## src/rtl/fibo_bcd_display_if.sv

```systemverilog
// Term-display handshake bundle: load/bin from the Fibonacci stage, busy/done and segments back.
interface fibo_bcd_display_if;
    logic       load;
    logic [7:0] bin;
    logic       busy;
    logic       done;
    logic [6:0] seg_ones;
    logic [6:0] seg_tens;
    logic [6:0] seg_hund;

    modport master (
        output load, bin,
        input  busy, done, seg_ones, seg_tens, seg_hund
    );

    modport slave (
        input  load, bin,
        output busy, done, seg_ones, seg_tens, seg_hund
    );
endinterface

```

## src/rtl/fibo_bcd_display.sv

```systemverilog
// 8-bit binary to 3-digit BCD (8-cycle double dabble) with active-low {g..a} seven-segment drive.
// Optional LEADING_ZERO_BLANK_EN blanks leading zero hundreds/tens digits.
module fibo_bcd_display (
    input  logic              clk,
    input  logic              rst,
    fibo_bcd_display_if.slave bus
);
    localparam int unsigned BIN_W = 8;
    localparam int unsigned DIG_W = 4;
    localparam int unsigned BCD_W = 3 * DIG_W;
    localparam int unsigned CNT_W = 3;
    localparam int unsigned SEG_W = 7;
    localparam logic [SEG_W-1:0] SEG_BLANK = 7'b1111111;

    typedef enum logic [1:0] {IDLE, SHIFT, DONE} state_t;

    state_t             state;
    logic [BIN_W-1:0]   shreg;
    logic [BCD_W-1:0]   scratch;
    logic [BCD_W-1:0]   adj;
    logic [CNT_W-1:0]   cnt;
    logic [DIG_W-1:0]   hund;
    logic [DIG_W-1:0]   tens;
    logic [DIG_W-1:0]   ones;

    function automatic logic [DIG_W-1:0] add3(input logic [DIG_W-1:0] n);
        return (n >= DIG_W'(5)) ? n + DIG_W'(3) : n;
    endfunction

    function automatic logic [SEG_W-1:0] seg_of(input logic [DIG_W-1:0] d);
        logic [SEG_W-1:0] s;
        case (d)
            4'd0:    s = 7'b1000000;
            4'd1:    s = 7'b1111001;
            4'd2:    s = 7'b0100100;
            4'd3:    s = 7'b0110000;
            4'd4:    s = 7'b0011001;
            4'd5:    s = 7'b0010010;
            4'd6:    s = 7'b0000010;
            4'd7:    s = 7'b1111000;
            4'd8:    s = 7'b0000000;
            4'd9:    s = 7'b0010000;
            default: s = SEG_BLANK;
        endcase
        return s;
    endfunction

    // Per-nibble correction applied before each shift, no carry between nibbles
    assign adj = {add3(scratch[11:8]), add3(scratch[7:4]), add3(scratch[3:0])};

    always_ff @(posedge clk) begin
        if (rst) begin
            state    <= IDLE;
            shreg    <= '0;
            scratch  <= '0;
            cnt      <= '0;
            hund     <= '0;
            tens     <= '0;
            ones     <= '0;
            bus.busy <= 1'b0;
            bus.done <= 1'b0;
        end else begin
            bus.busy <= 1'b0;
            bus.done <= 1'b0;
            case (state)
                IDLE: begin
                    if (bus.load) begin
                        shreg   <= bus.bin;
                        scratch <= '0;
                        cnt     <= '0;
                        state   <= SHIFT;
                    end
                end
                SHIFT: begin
                    bus.busy <= 1'b1;
                    scratch  <= {adj[BCD_W-2:0], shreg[BIN_W-1]};
                    shreg    <= {shreg[BIN_W-2:0], 1'b0};
                    cnt      <= cnt + CNT_W'(1);
                    if (cnt == CNT_W'(7)) begin
                        state <= DONE;
                    end
                end
                DONE: begin
                    hund     <= scratch[11:8];
                    tens     <= scratch[7:4];
                    ones     <= scratch[3:0];
                    bus.done <= 1'b1;
                    // Back-to-back accept keeps throughput at one term per 9 clocks
                    if (bus.load) begin
                        shreg   <= bus.bin;
                        scratch <= '0;
                        cnt     <= '0;
                        state   <= SHIFT;
                    end else begin
                        state <= IDLE;
                    end
                end
                default: state <= IDLE;
            endcase
        end
    end

`ifdef LEADING_ZERO_BLANK_EN
    assign bus.seg_hund = (hund == '0) ? SEG_BLANK : seg_of(hund);
    assign bus.seg_tens = ((hund == '0) && (tens == '0)) ? SEG_BLANK : seg_of(tens);
`else
    assign bus.seg_hund = seg_of(hund);
    assign bus.seg_tens = seg_of(tens);
`endif
    assign bus.seg_ones = seg_of(ones);

endmodule
```

## src/flat_wrapper.sv

```systemverilog
// flat-port wrapper written by rule: the top's interface ports become plain ports
module fibo_bcd_display_flat 
  (clk, rst, bus_load, bus_bin, bus_busy, bus_done, bus_seg_ones, bus_seg_tens, bus_seg_hund);
  fibo_bcd_display_if bus_i ();
  input  logic clk;
  input  logic rst;
  input wire logic [$bits(bus_i.load)-1:0] bus_load;
  input wire logic [$bits(bus_i.bin)-1:0] bus_bin;
  output wire logic [$bits(bus_i.busy)-1:0] bus_busy;
  output wire logic [$bits(bus_i.done)-1:0] bus_done;
  output wire logic [$bits(bus_i.seg_ones)-1:0] bus_seg_ones;
  output wire logic [$bits(bus_i.seg_tens)-1:0] bus_seg_tens;
  output wire logic [$bits(bus_i.seg_hund)-1:0] bus_seg_hund;
  assign bus_i.load = bus_load;
  assign bus_i.bin = bus_bin;
  assign bus_busy = bus_i.busy;
  assign bus_done = bus_i.done;
  assign bus_seg_ones = bus_i.seg_ones;
  assign bus_seg_tens = bus_i.seg_tens;
  assign bus_seg_hund = bus_i.seg_hund;
  fibo_bcd_display u_core (.clk(clk), .rst(rst), .bus(bus_i));
endmodule
```

## config.mk

```make
export PLATFORM = sky130hd
export DESIGN_NAME = fibo_bcd_display_flat
export DESIGN_NICKNAME = d
export VERILOG_FILES = /design/src/rtl/fibo_bcd_display_if.sv /design/src/rtl/fibo_bcd_display.sv /design/src/flat_wrapper.sv
export SDC_FILE = /design/constraint.sdc
export NUM_CORES = 1
export LEC_CHECK = 0
export CORE_MARGIN = 3
export CORE_UTILIZATION = 35
export CTS_CLUSTER_SIZE = 30
export DETAILED_ROUTE_END_ITERATION = 8
export PLACE_DENSITY_LB_ADDON = 0.15
export SETUP_SLACK_MARGIN = 0.5
export SYNTH_ARGS = -nofsm -noshare
export SYNTH_HDL_FRONTEND = slang
export SYNTH_SLANG_ARGS = --single-unit
```

## constraint.sdc

```tcl
create_clock -name clk -period 2 [get_ports clk]
set_input_delay 0.3 -clock clk [delete_from_list [all_inputs] [get_ports clk]]
set_output_delay 0.3 -clock clk [all_outputs]
set_load 0.01 [all_outputs]
```

==> flow_summary.toml <==
[run_status]
outcome = "completed"

[synth]
synth_cells = 285
ys_types = 39
netlist_top_cells_area = "dfxtp_1, mux2i_1, ha_1"
synth_area_leader_cell = "dfxtp_1"
yosys_warnings = 0
synthesis.nets = 319
seq_area_frac_synth = 0.4094
yosysTopAreaCellShare = 0.4094
syn_area_um2 = 2934
syn_area_per_cell_um2 = 10.29
yosys_register_bits = 60

[clock_tree]
cts_tree = "done"
cts.path.max_buffers = 2
root_buffer = "clkbuf_8"
numCtsBuffers = 9
clock-sinks = 60
clkSlewWorstSetupHoldPaths_ps = 70
cts_max_level = 3
postCtsHoldBufs = 0
worstSkewPairLatency_ps = 330

[grt]
grt_pass1_wl_um = 10080
antenna_found_initial = 0
grt_pass1_vias = 2143
track_usage = 0.1313
grt_max_degree = 16
overflow = 0

[setup_path]
cp.required_ps = 2220
crit_type = "register to register"
crit_fanout = 7
r2r_slack_ps = 340
endpoint_kind = "register"
startpoint_type = "register"
worst_ep_arrival_time_ps = 1880
r2r_cells = 6

[sta]
layout_setup_ws_ps = 341.2
tns_ps = 0
period_minus_slack_ps = 1659
worst_slew_pin_slew_ps = 432.2
slew_violations = 0
timing.final.crit_share = 0.8294
hold_viol_final = 0
timing.fmax_mhz = 602.8
setup_viol = 0
slew_headroom = 0.7119
finalClockSkew_ps = 5.184
rsz0062_at_grt = "true"

[power_and_ir_drop]
powerDensity_nw_per_um2 = 547.8
leakagePower_uw = 0.002062
power.internal_uw = 1758
ir_drop_v = 0.0003390
pwr-share-comb = 0.076
p_clk_frac = 0.392
seqPwrFrac = 0.532
netSwitchingPower_uw = 556.2
swShare = 0.2404

[floorplan]
dieWidth_um = 97.56
core-area_um2 = 7928
die_y_um = 97.56
start_util = 0.3701
rows = 32
die_area_um2 = 9518
io-pin-count = 34

[detailed_routing]
drc = 0
vias = 2204
routed_wl_um = 6100
vias_per_cell = 4.802
drtPass1Iterations = 4
antenna_left = 0
drt_iter0_drc = 61
wl_per_cell_um = 13.29

[placed_design]
dp_hpwl_um = 4059
preCtsSetupSlack_ps = 154.0
portBuffers = 33
gp_congestion = 0.7529

[final_layout]
fill_cells = 718
nets = 388
area_growth_pct = 43.97
drive_above_1_share = 0.3613
num_antenna_cells = 0

[worst_hold_path]
whs_path_depth = 2
hold_class = "input pin to register"

[run]
cap_violations = 0
## cell type report
type | count | area [um2] | share of cell area
sequential | 60 | 1214 | 0.2873
clock buffer | 11 | 141.4 | 0.03347
timing repair buffer | 74 | 762.0 | 0.1804
inverter | 25 | 106.4 | 0.02518
multi-input combinational | 184 | 1858 | 0.4399
clock inverter | 3 | 15.01 | 0.003555
tap | 102 | 127.6 | 0.03021
## power groups by stage
stage	Sequential [uW]	Clock (uW)	Combinational [uW]
after floorplan	1260	0	118
after global placement	1260	0	164
after detailed placement	1260	0	165
after CTS	1230	949	170
after global routing	1230	998	196
final	1230	908	176
## sequential cells by signal, indices dropped and copies added (netlist names)
| signal | flops |
|---|---|
| u_core.bus.busy | 1 |
| u_core.scratch | 12 |
| u_core.ones | 4 |
| u_core.bus.seg_tens | 7 |
| u_core.bus.done | 1 |
| u_core.bus.seg_ones | 7 |
| u_core.bus.seg_hund | 7 |
| u_core.shreg | 8 |
| u_core.hund | 4 |
| u_core.state | 2 |
| u_core.cnt | 3 |
| u_core.tens | 4 |
## critical path, stage by stage, from the launching register on
cell      delay (ps)
dfxtp_4          360
nand2b_4         200
buf_6            150
buf_12           110
mux2i_4          180
or2_4            260
mux2_4           290
## kinds of logic after synthesis
group | share of synthesized area
compound gates | 0.1531
simple gates | 0.1369
flops | 0.4094
buf+inv | 0.07335
mux | 0.1143
fa+ha+maj | 0.09808
xor+xnor | 0.01493
## placed cells by master (no fill, tap or decap), types with 4 or more instances in the layout
master and count:
clkdlybuf4s50_1 12, nand2b_1 4, inv_4 5, o21ai_0 4
clkbuf_8 10, dfxtp_1 54, nor4bb_4 5, a211oi_1 7
nand2_1 9, ha_1 10, ha_4 6, dlygate4sd2_1 4
a22o_1 6, a31oi_4 6, buf_4 24, a21oi_1 20
buf_6 13, dfxtp_2 4, and4bb_1 4, mux2i_1 25
a21oi_2 4, inv_2 6, ha_2 7, dlymetal6s2s_1 16
nor2_1 18, inv_1 14
## what timing repair did
action                     CTS  global route
setup endpoints to repair   42            55
buffers inserted            16             8
pin swaps                    5            14
resized for setup           21            64
cloned                       0             0
## final timing paths
check,to,startpoint
worst min register to register,u_core.shreg[2],u_core.shreg[2]
worst max register to register,u_core.bus.seg_ones[4],u_core.state[0]
worst max-delay path,u_core.bus.seg_ones[4],u_core.state[0]
worst min-delay path,u_core.scratch[0],rst
## per-stage QoR
stage | instance area (um2) | hold slack [ps] | power, uW | std cells | util
CTS | 3919 | 362.0 | 2350 | 451 | 0.4943
global placement | 3575 | 482.8 | 1421 | 421 | 0.4509
finish | 4224 | 388.0 | 2314 | 459 | 0.5328
global route | 4224 | 388.1 | 2426 | 459 | 0.5328
floorplan | 3156 | 461.6 | 1374 | 285 | -
detailed placement | 3575 | 487.4 | 1422 | 421 | 0.4509
## layer usage
| layer | vias to the layer above | routed length, um | GRT usage |
|---|---|---|---|
| li1 | 1141 | - | - |
| met1 | 1022 | 2937 | 0.1675 |
| met2 | 32 | 2857 | 0.2077 |
| met3 | 9 | 219 | 0.03733 |
| met4 | 0 | 85 | 0.05431 |
| met5 | - | 0 | 0 |
## synthesized netlist by cell type
cell type  instances
nor4bb_1           5
or2_1              3
buf_2              6
a22o_1             6
inv_1             21
clkbuf_1           1
nand2b_4           1
mux2_4             3
buf_1              2
buf_4              2
nand2_1            9
nand3_1            3
xor2_1             2
nor4_4             3
a31oi_4            3
dfxtp_1           60
buf_12             1
mux2i_1           29
and2_1             1
a31o_2             5
ha_1              23
buf_6              4
a22oi_1            3
inv_2              4
nor2_1            21
a211oi_1           7
a31oi_1            4
nand2b_1           5
o21ai_0            5
nor3_1             3
a31o_4             1
and3_1             1
a21oi_1           24
or3_1              2
nor2b_1            1
xnor2_1            3
o21a_1             1
and4bb_1           4
o22ai_1            3
No activity file was read; power rests on OpenSTA's default activity.
